`src/rtl/dbg_ctrl.sv`:
```
// dbg_ctrl: host-to-core debug control block.
//
// Takes debug commands from the simulator-side host over a valid/ready
// command channel and returns one response per command over a valid/ready
// response channel. The supported commands are halt, resume, single-step,
// status query, and GPR/CSR read/write. Only one command is in flight at a
// time.
//
// Ports:
//   clk, reset                   clock and asynchronous active-low reset
//   cmd_valid/cmd_ready          command handshake
//   cmd_op/cmd_addr/cmd_data     opcode, register address and write data
//   rsp_valid/rsp_ready          response handshake
//   rsp_data/rsp_err             read data or status word, error flag
//   halt_req                     asks the core to stop at an instruction boundary
//   halted, done, brk            core state, retire pulse, ebreak pulse
//   gpr_ren/gpr_raddr/gpr_rdata  GPR debug read port (data one cycle after ren)
//   csr_ren/csr_raddr/csr_rdata  CSR debug read port (data one cycle after ren)
//   gpr_wen/gpr_waddr/gpr_wdata  GPR debug write port
//   csr_wen/csr_waddr/csr_wdata  CSR debug write port
module dbg_ctrl #(
  parameter int NR_GPR       = 16,
  parameter int HALT_TIMEOUT = 1024
) (
  input  logic        clk,
  input  logic        reset,
  input  logic        cmd_valid,
  output logic        cmd_ready,
  input  logic [2:0]  cmd_op,
  input  logic [11:0] cmd_addr,
  input  logic [31:0] cmd_data,
  output logic        rsp_valid,
  input  logic        rsp_ready,
  output logic [31:0] rsp_data,
  output logic        rsp_err,
  output logic        halt_req,
  input  logic        halted,
  input  logic        done,
  input  logic        brk,
  output logic        gpr_ren,
  output logic        csr_ren,
  output logic [4:0]  gpr_raddr,
  output logic [11:0] csr_raddr,
  input  logic [31:0] gpr_rdata,
  input  logic [31:0] csr_rdata,
  output logic        gpr_wen,
  output logic        csr_wen,
  output logic [4:0]  gpr_waddr,
  output logic [11:0] csr_waddr,
  output logic [31:0] gpr_wdata,
  output logic [31:0] csr_wdata
);

  localparam logic [2:0] OP_STATUS = 3'd0;
  localparam logic [2:0] OP_HALT   = 3'd1;
  localparam logic [2:0] OP_RESUME = 3'd2;
  localparam logic [2:0] OP_STEP   = 3'd3;
  localparam logic [2:0] OP_RD_GPR = 3'd4;
  localparam logic [2:0] OP_WR_GPR = 3'd5;
  localparam logic [2:0] OP_RD_CSR = 3'd6;
  localparam logic [2:0] OP_WR_CSR = 3'd7;

  localparam int              CNT_W    = (HALT_TIMEOUT > 2) ? $clog2(HALT_TIMEOUT) : 1;
  localparam logic [CNT_W-1:0] CNT_LAST = CNT_W'(HALT_TIMEOUT - 1);

  typedef enum logic [2:0] {
    ST_IDLE,
    ST_WAIT_HALT,
    ST_STEP_RUN,
    ST_STEP_HALT,
    ST_ACCESS,
    ST_RESP
  } state_e;

  state_e           state_q, state_d;
  logic [2:0]       op_q, op_d;
  logic             halt_req_q, halt_req_d;
  logic             brk_flag_q, brk_flag_d;
  logic [CNT_W-1:0] cnt_q, cnt_d;
  logic [31:0]      rsp_data_q, rsp_data_d;
  logic             rsp_err_q, rsp_err_d;
  logic             acc_first_q, acc_first_d;
  logic             gpr_ren_q, gpr_ren_d;
  logic             csr_ren_q, csr_ren_d;
  logic             gpr_wen_q, gpr_wen_d;
  logic             csr_wen_q, csr_wen_d;
  logic [4:0]       gpr_raddr_q, gpr_raddr_d;
  logic [11:0]      csr_raddr_q, csr_raddr_d;
  logic [4:0]       gpr_waddr_q, gpr_waddr_d;
  logic [11:0]      csr_waddr_q, csr_waddr_d;
  logic [31:0]      gpr_wdata_q, gpr_wdata_d;
  logic [31:0]      csr_wdata_q, csr_wdata_d;

  logic cmd_is_gpr;
  logic access_ok;
  logic op_is_read;
  logic timed_out;

  // Register accesses are only legal on a halted core; GPR addresses are
  // range-checked on the full 12-bit address, not just the low five bits.
  assign cmd_is_gpr = (cmd_op == OP_RD_GPR) || (cmd_op == OP_WR_GPR);
  assign access_ok  = halted && (!cmd_is_gpr || ({20'b0, cmd_addr} < NR_GPR));
  assign op_is_read = (op_q == OP_RD_GPR) || (op_q == OP_RD_CSR);
  assign timed_out  = (cnt_q == CNT_LAST);

  always_comb begin
    state_d     = state_q;
    op_d        = op_q;
    halt_req_d  = halt_req_q;
    brk_flag_d  = brk_flag_q;
    cnt_d       = cnt_q;
    rsp_data_d  = rsp_data_q;
    rsp_err_d   = rsp_err_q;
    acc_first_d = 1'b0;
    gpr_ren_d   = 1'b0;
    csr_ren_d   = 1'b0;
    gpr_wen_d   = 1'b0;
    csr_wen_d   = 1'b0;
    gpr_raddr_d = gpr_raddr_q;
    csr_raddr_d = csr_raddr_q;
    gpr_waddr_d = gpr_waddr_q;
    csr_waddr_d = csr_waddr_q;
    gpr_wdata_d = gpr_wdata_q;
    csr_wdata_d = csr_wdata_q;

    case (state_q)
      ST_IDLE: begin
        if (cmd_valid) begin
          op_d       = cmd_op;
          rsp_data_d = 32'h0;
          rsp_err_d  = 1'b0;
          case (cmd_op)
            OP_STATUS: begin
              rsp_data_d = {30'b0, brk_flag_q, halted};
              state_d    = ST_RESP;
            end
            OP_HALT: begin
              halt_req_d = 1'b1;
              cnt_d      = '0;
              state_d    = ST_WAIT_HALT;
            end
            OP_RESUME: begin
              halt_req_d = 1'b0;
              brk_flag_d = 1'b0;
              state_d    = ST_RESP;
            end
            OP_STEP: begin
              if (!halted) begin
                rsp_err_d = 1'b1;
                state_d   = ST_RESP;
              end else begin
                brk_flag_d = 1'b0;
                halt_req_d = 1'b0;
                cnt_d      = '0;
                state_d    = ST_STEP_RUN;
              end
            end
            default: begin
              if (!access_ok) begin
                rsp_err_d = 1'b1;
                state_d   = ST_RESP;
              end else begin
                acc_first_d = 1'b1;
                state_d     = ST_ACCESS;
                gpr_raddr_d = cmd_addr[4:0];
                csr_raddr_d = cmd_addr;
                gpr_waddr_d = cmd_addr[4:0];
                csr_waddr_d = cmd_addr;
                gpr_wdata_d = cmd_data;
                csr_wdata_d = cmd_data;
                gpr_ren_d   = (cmd_op == OP_RD_GPR);
                csr_ren_d   = (cmd_op == OP_RD_CSR);
                // x0 is hardwired, so the write is acknowledged but not issued.
                gpr_wen_d   = (cmd_op == OP_WR_GPR) && (cmd_addr[4:0] != 5'd0);
                csr_wen_d   = (cmd_op == OP_WR_CSR);
              end
            end
          endcase
        end
      end

      ST_WAIT_HALT: begin
        if (halted) begin
          state_d = ST_RESP;
        end else if (timed_out) begin
          rsp_err_d = 1'b1;
          state_d   = ST_RESP;
        end else begin
          cnt_d = cnt_q + CNT_W'(1);
        end
      end

      // The timeout budget is shared by both step phases.
      ST_STEP_RUN: begin
        if (timed_out) begin
          halt_req_d = 1'b1;
          rsp_err_d  = 1'b1;
          state_d    = ST_RESP;
        end else begin
          cnt_d = cnt_q + CNT_W'(1);
          if (done) begin
            halt_req_d = 1'b1;
            state_d    = ST_STEP_HALT;
          end
        end
      end

      ST_STEP_HALT: begin
        if (halted) begin
          state_d = ST_RESP;
        end else if (timed_out) begin
          halt_req_d = 1'b1;
          rsp_err_d  = 1'b1;
          state_d    = ST_RESP;
        end else begin
          cnt_d = cnt_q + CNT_W'(1);
        end
      end

      // Writes finish after their single wen cycle. Reads spend one cycle
      // with ren high, then capture rdata on the following cycle.
      ST_ACCESS: begin
        if (!op_is_read) begin
          state_d = ST_RESP;
        end else if (!acc_first_q) begin
          rsp_data_d = (op_q == OP_RD_GPR) ? gpr_rdata : csr_rdata;
          state_d    = ST_RESP;
        end
      end

      ST_RESP: begin
        if (rsp_ready) begin
          state_d = ST_IDLE;
        end
      end

      default: begin
        state_d = ST_IDLE;
      end
    endcase

    // An ebreak always auto-halts the core and wins over a RESUME or STEP
    // accepted in the same cycle.
    if (brk) begin
      brk_flag_d = 1'b1;
      halt_req_d = 1'b1;
    end
  end

  always_ff @(posedge clk or negedge reset) begin
    if (!reset) begin
      state_q     <= ST_IDLE;
      op_q        <= OP_STATUS;
      halt_req_q  <= 1'b0;
      brk_flag_q  <= 1'b0;
      cnt_q       <= '0;
      rsp_data_q  <= 32'h0;
      rsp_err_q   <= 1'b0;
      acc_first_q <= 1'b0;
      gpr_ren_q   <= 1'b0;
      csr_ren_q   <= 1'b0;
      gpr_wen_q   <= 1'b0;
      csr_wen_q   <= 1'b0;
      gpr_raddr_q <= 5'd0;
      csr_raddr_q <= 12'd0;
      gpr_waddr_q <= 5'd0;
      csr_waddr_q <= 12'd0;
      gpr_wdata_q <= 32'h0;
      csr_wdata_q <= 32'h0;
    end else begin
      state_q     <= state_d;
      op_q        <= op_d;
      halt_req_q  <= halt_req_d;
      brk_flag_q  <= brk_flag_d;
      cnt_q       <= cnt_d;
      rsp_data_q  <= rsp_data_d;
      rsp_err_q   <= rsp_err_d;
      acc_first_q <= acc_first_d;
      gpr_ren_q   <= gpr_ren_d;
      csr_ren_q   <= csr_ren_d;
      gpr_wen_q   <= gpr_wen_d;
      csr_wen_q   <= csr_wen_d;
      gpr_raddr_q <= gpr_raddr_d;
      csr_raddr_q <= csr_raddr_d;
      gpr_waddr_q <= gpr_waddr_d;
      csr_waddr_q <= csr_waddr_d;
      gpr_wdata_q <= gpr_wdata_d;
      csr_wdata_q <= csr_wdata_d;
    end
  end

  // During a step, halt_req must rise in the same cycle as the retire pulse
  // so that exactly one instruction gets through, hence the combinational term.
  assign halt_req  = halt_req_q || ((state_q == ST_STEP_RUN) && done);
  assign cmd_ready = (state_q == ST_IDLE);
  assign rsp_valid = (state_q == ST_RESP);
  assign rsp_data  = rsp_data_q;
  assign rsp_err   = rsp_err_q;
  assign gpr_ren   = gpr_ren_q;
  assign csr_ren   = csr_ren_q;
  assign gpr_wen   = gpr_wen_q;
  assign csr_wen   = csr_wen_q;
  assign gpr_raddr = gpr_raddr_q;
  assign csr_raddr = csr_raddr_q;
  assign gpr_waddr = gpr_waddr_q;
  assign csr_waddr = csr_waddr_q;
  assign gpr_wdata = gpr_wdata_q;
  assign csr_wdata = csr_wdata_q;

endmodule

```
`config.mk`:
```
export PLATFORM = sky130hd
export DESIGN_NAME = dbg_ctrl
export DESIGN_NICKNAME = d
export VERILOG_FILES = /design/src/rtl/dbg_ctrl.sv
export SDC_FILE = /design/constraint.sdc
export NUM_CORES = 1
export LEC_CHECK = 0
export BUFFER_PORTS_ARGS = -buffer_cell sky130_fd_sc_hd__buf_2
export CAP_MARGIN = 20
export CORE_MARGIN = 4
export CORE_UTILIZATION = 46
export CTS_CLUSTER_SIZE = 10
export DETAILED_ROUTE_END_ITERATION = 10
export PLACE_DENSITY = 0.91
export SLEW_MARGIN = 40
export SYNTH_ARGS = -nofsm -noshare
export SYNTH_HDL_FRONTEND = slang
export SYNTH_SLANG_ARGS = --single-unit
export TNS_END_PERCENT = 1
```
`constraint.sdc`:
```
create_clock -name clk -period 2.45 [get_ports clk]
set_input_delay 0.245 -clock clk [delete_from_list [all_inputs] [get_ports clk]]
set_output_delay 0.245 -clock clk [all_outputs]
set_load 0.03 [all_outputs]
```
After elaboration in Yosys (flattened, before gate mapping)
Cells that the tools add are included.
Widths: inputs -> output; s select.
{ "op_classes": {"mux": 64, "bitwise": 1, "n_lt_le_gt_ge": 1, "n_eq_ne": 32, "reduce_logical": 29, "addsub": 1} }
{ "op_table": {"columns": ["op", "n"], "rows": [
  ["$mux 32", 4],
  ["$pmux 32 s2", 1],
  ["$mux 10", 4],
  ["$mux 1", 36],
  ["$pmux 10 s3", 1],
  ["$mux 3", 9],
  ["$eq 3x3->1 const B", 8],
  ["$pmux 10 s2", 1],
  ["$ne 3x3->1 const B", 6],
  ["$pmux 3 s5", 1],
  ["$eq 3x2->1 const B", 4],
  ["$lt 12x5->1 const B", 1],
  ["$reduce_and 4->1", 3],
  ["$add 10x1->10 const B", 1],
  ["$eq 10x10->1 const B", 1],
  ["$reduce_and 5->1", 2],
  ["$pmux 1 s3", 3],
  ["$pmux 3 s3", 1],
  ["$ne 2x2->1 const B", 4],
  ["$ne 4x4->1 const B", 2],
  ["$reduce_and 7->1", 1],
  ["$eq 3x1->1 const B", 2],
  ["$logic_not 3->1", 2],
  ["$ne 3x1->1 const B", 2],
  ["other kinds (18)", 28]
]} }
{ "word_totals": {"output_inout_bits": 138, "inputBits": 118, "regBits": 105, "elab_cells": 143} }

Logic depth before layout (Yosys ltp)
{ "depth": {"word_depth": 9, "depth_mapped": 8, "ltp_nobuf": 6} }

Worst setup path before layout
OpenSTA, ideal clock, no wires.
{ "synth_timing": {"path_kind": "reg-to-reg", "from": "reg state_q[2]", "to": "reg csr_waddr_q[11] (netlist: csr_waddr[11])", "path_buffers": 2, "slack_ps": 260, "arrival_ps": 2065, "setup_time_ps": 125, "t_required_ps": 2325, "period_less_slack_ps": 2190, "stages_incl_launch_ff": 8, "cell_sequence": "dfrtp_1 -> buf_6 -> nor3_4 -> and2_1 -> nand2_2 -> nor3_4 -> buf_6 -> mux2_2"} }
{ "synth_via": {"elab_chain_cells": 2} }
{ "synth_rtl": {"columns": ["element", "line", "rtl"], "rows": [
  ["from (decl)", "75", "state_e state_q, state_d;"],
  ["from (signal assigned)", "271", "state_q <= state_d;"],
  ["$logic_not 3->1", null, null],
  ["named net cmd_ready", "28", "output logic cmd_ready,"],
  ["$reduce_and 4->1 (no line)", null, null],
  ["to (signal assigned)", "286", "csr_waddr_q <= csr_waddr_d;"],
  ["to (decl)", "90", "logic [11:0] csr_waddr_q, csr_waddr_d;"]
]} }
The timed path passes the listed nets, and every way through them passes these cells.
A chain may end at the register's enable or synchronous reset.

Worst setup path in the final report
{ "layout_timing": {"from": "reg cnt_q[1]", "to": "reg halt_req_q"} }
{ "layout_via": {"elab_chain_cells": 4, "elab_cells_between_ends": 7, "classes_between": "eq/ne: 3; mux: 3; reduce/logical: 1"} }
{ "layout_rtl": {"columns": ["element", "line", "rtl"], "rows": [
  ["from (decl)", "79", "logic [CNT_W-1:0] cnt_q, cnt_d;"],
  ["from (signal assigned)", "275", "cnt_q <= cnt_d;"],
  ["$eq 10x10->1 *", "104", "assign timed_out = (cnt_q == CNT_LAST);"],
  ["$mux 1", "195", "if (timed_out) begin"],
  ["$pmux 1 s3", "126", "case (state_q)"],
  ["$mux 1", "244", "if (brk) begin"],
  ["to (signal assigned)", "273", "halt_req_q <= halt_req_d;"],
  ["to (decl)", "77", "logic halt_req_q, halt_req_d;"]
]} }
Mark *: on every way between the ends. The rest lies on a longest branch, timed or not.

==> metrics.csv <==
metric,value,unit
outcome,"complete, no violations",
grt_pass1_vias,4248,
synth_top_family_by_area,multiplexers,
power_per_cell_area,1350,nW/um^2
power.switching_fraction,49.6,%
synthDominantAreaCellType,sky130_fd_sc_hd__dfrtp_1,
crit_path_cell_chain,ha_1 -> nand4_1 -> nor3_1 -> a211oi_1 -> nor3_1 -> mux2i_1,
first_pass_grt_wire_length,21.0,mm
fin_nets,766,
slew_violations,0,
synth-edff-count,0,
final_min_period_over_clock_period,88.0,%
clock_net_sink_count,100,
layout-area-overhead-vs-synth,24.5,%
mappedNetlistNets,565,
synth-simple-area-share,11.5,%
clock_tree.htree_level_count,3,
route.detailed.drc,0,
io_buffer_count,255,
startpoint_type,flip-flop,
layout_setup_ws,294,ps
die_area,12500,sq um
critPathMaxStageDelay,560,ps
intPower,4.22,mW
gr_overflow_total,0,
synth_cells,446,
crit_type,flip-flop to flip-flop,
worstMarginPinSlew,595,ps
fp-row-count,37,
final_hold_viol_count,0,
routabilityCongestion,0.915,
synth.top_cells.by_count,"100 x sky130_fd_sc_hd__dfrtp_1, 56 x sky130_fd_sc_hd__buf_4, 43 x sky130_fd_sc_hd__mux2_2, 41 x sky130_fd_sc_hd__nand2_1, 34 x sky130_fd_sc_hd__mux2i_1",
fraction_of_the_mapped_netlist_area_in_adder_cells,0.251,%
critPathBufInv,0,
grt_max_degree,49,
synth-seq-area-share,50.3,%
setup_viol,0,
cts_buffer_depth,2,
num-fill-cells,876,
max-cap-violations,0,
cts_made_buffers,9,
critical_path.top_delay_family,simple AND/OR/NAND/NOR gates,
power.ir.vdd_worst,0.000943,V
worst-endpoint-arrival,2440,ps
wl_per_cell,16.5,um
grt.total_usage,20.2,%
route.final.wire_length,13.0,mm
ios,256,
synth-main-ff-cell,sky130_fd_sc_hd__dfrtp_1,
core_area,10400,sq um
finalSetupTns,0,ps
cp.required,2730,ps
worst_slew_margin_relative_to_its_limit,59.3,%
critical_path_cell_count,6,
first_iter_violations,244,
hold_path_depth,2,
dpl_worst_slack,316,ps
async_reset_ff_share,100,%
firstDrtPassIters,6,
grt_antenna_before_repair,0,
layout-drive-gt1-share,50.7,%
tritoncts,yes,
clkLatencyLatePin,340,ps
die-width,112,um
worst_setup_hold_path_clk_slew,90,ps
timing.fmax,0.464,GHz
chipHeight,112,um
antennaDiodeCount,0,
crit_top_cell,sky130_fd_sc_hd__nor3_1,
fraction_of_the_mapped_netlist_area_in_compound_gates,8.20,%
synth.top_cell.area_share,50.3,%
yosysMostFrequentCell,sky130_fd_sc_hd__dfrtp_1,
dpl.hpwl,10.3,mm
postSynthRegisterBits,100,
clock-root-buffer,sky130_fd_sc_hd__clkbuf_8,
vias,4097,
design_power_total,8.37,mW
via_per_inst,5.21,
initial_utilization,47.8,%
power.sequential.fraction,32.2,%
post_synth_xor_area_fraction,0.704,%
synth_warnings,0,
synthTopCellsByArea,"sky130_fd_sc_hd__dfrtp_1 50%, sky130_fd_sc_hd__mux2_2 9.7%, sky130_fd_sc_hd__buf_4 8.4%",
power.switching,4.15,mW
ff2ff_path_depth,6,
synth.area.mux_share,17.5,%
timing.clock.skew,9.97,ps
power.combinational.fraction,54.5,%
crit_slowest_cell,sky130_fd_sc_hd__nor3_1,
syn_area,4980,sq um
rsz0062_at_grt,false,
final_period_minus_worst_setup_slack,2160,ps
worstPathMaxFanout,5,
synth.lib_cells_used.distinct,50,
total_leakage_power,3.30,nW
critPathCaptureType,flip-flop,
synth_area_per_cell,11.2,sq um
worstHoldPathType,input port to flip-flop,
ant_nets,0,
clockPowerShare,13.3,%
[final cells by class]
cell class / count / area [sq um] / area share [%]
clock buffer: 11 / 131 / 2.12
clock inverter: 4 / 75.1 / 1.21
inverter: 8 / 30.0 / 0.484
multi-input combinational: 264 / 1900 / 30.7
sequential: 100 / 2500 / 40.4
tap: 136 / 170 / 2.75
timing repair buffer: 264 / 1390 / 22.4
[cell usage in the layout, fill, tap and decap left out, types with 3 or more instances in the layout]
master / count
sky130_fd_sc_hd__buf_2: 254
sky130_fd_sc_hd__dfrtp_1: 100
sky130_fd_sc_hd__mux2_2: 43
sky130_fd_sc_hd__nand2_1: 41
sky130_fd_sc_hd__mux2i_1: 34
sky130_fd_sc_hd__o21ai_0: 28
sky130_fd_sc_hd__nor2_1: 14
sky130_fd_sc_hd__a21oi_1: 10
sky130_fd_sc_hd__nand3_1: 10
sky130_fd_sc_hd__o21ai_1: 9
sky130_fd_sc_hd__clkbuf_8: 9
sky130_fd_sc_hd__inv_1: 8
sky130_fd_sc_hd__nor4_1: 8
sky130_fd_sc_hd__nand4_1: 6
sky130_fd_sc_hd__buf_4: 6
sky130_fd_sc_hd__nand2b_1: 5
sky130_fd_sc_hd__nor3_1: 4
sky130_fd_sc_hd__mux2_1: 4
sky130_fd_sc_hd__and2_1: 3
sky130_fd_sc_hd__a31oi_1: 3
sky130_fd_sc_hd__buf_12: 3
[worst paths after layout]
| check | start | endpoint | slack, ps |
|---|---|---|---|
| min in group asynchronous | reset | rsp_data[19]$_DFFE_PN0P_ | 330 |
| min | cmd_data[3] | csr_wdata[3]$_DFFE_PN0P_ | 120 |
| min reg2reg | op_q[0]$_DFFE_PN0P_ | op_q[0]$_DFFE_PN0P_ | 480 |
| max | cnt_q[1]$_DFFE_PN0P_ | halt_req_q$_DFFE_PN0P_ | 290 |
| max reg2reg | cnt_q[1]$_DFFE_PN0P_ | halt_req_q$_DFFE_PN0P_ | 290 |
| max in group asynchronous | reset | gpr_waddr[3]$_DFFE_PN0P_ | 1390 |
[cell families (layout without fill, tap and decap cells)]
kind of cell	after synthesis	in the layout
AND/OR/NAND/NOR	110	110
flip-flops	100	100
buffers and inverters	82	287
multiplexers	81	81
AO/OA/AOI/OAI	68	68
XOR/XNOR	4	4
adder cells (fa/ha/maj)	1	1
[layer usage]
| metal | global-route usage, % | vias to the layer above | wire length, um | part of all wire, % |
|---|---|---|---|---|
| li1 | - | 1907 | - | - |
| met1 | 23.9 | 1972 | 5010 | 38 |
| met2 | 36.5 | 194 | 6690 | 51 |
| met3 | 4.91 | 24 | 1060 | 8.1 |
| met4 | 6.09 | 0 | 255 | 2.0 |
| met5 | 0 | - | 0 | 0 |
[registers in the layout, summed over array words and instances (netlist names), 3 cells and up]
signal     count
cnt_q         10
csr_waddr      8
csr_wdata     32
gpr_waddr      4
op_q           3
rsp_data      32
state_q        3
[what timing repair did]
action | CTS | global route
endpoints found under the hold margin | 18 | 0
setup buffers | 0 | 0
setup endpoints to repair | 0 | 0
gates resized for setup | 0 | 0
hold buffers | 1 | 0
[power by group through the flow]
stage	sequential [mW]	clock (mW)	combinational [mW]
finish	2.69	1.11	4.56
global route	2.79	1.22	4.83
CTS	2.70	1.15	4.61
detailed placement	2.72	0	4.60
global placement	2.67	0	4.52
floorplan	3.70	0	2.76
[stage by stage]
step	area (sq um)	hold WS, ps	util (%)	instances
after floorplan	4980	-50.6	-	446
after global placement	5980	142	57.4	771
final	6200	115	59.5	787
after global routing	6200	92.5	59.5	787
after detailed placement	5980	149	57.4	771
after CTS	6200	99.4	59.5	787
Note: power is estimated with default switching activity, not from simulation.
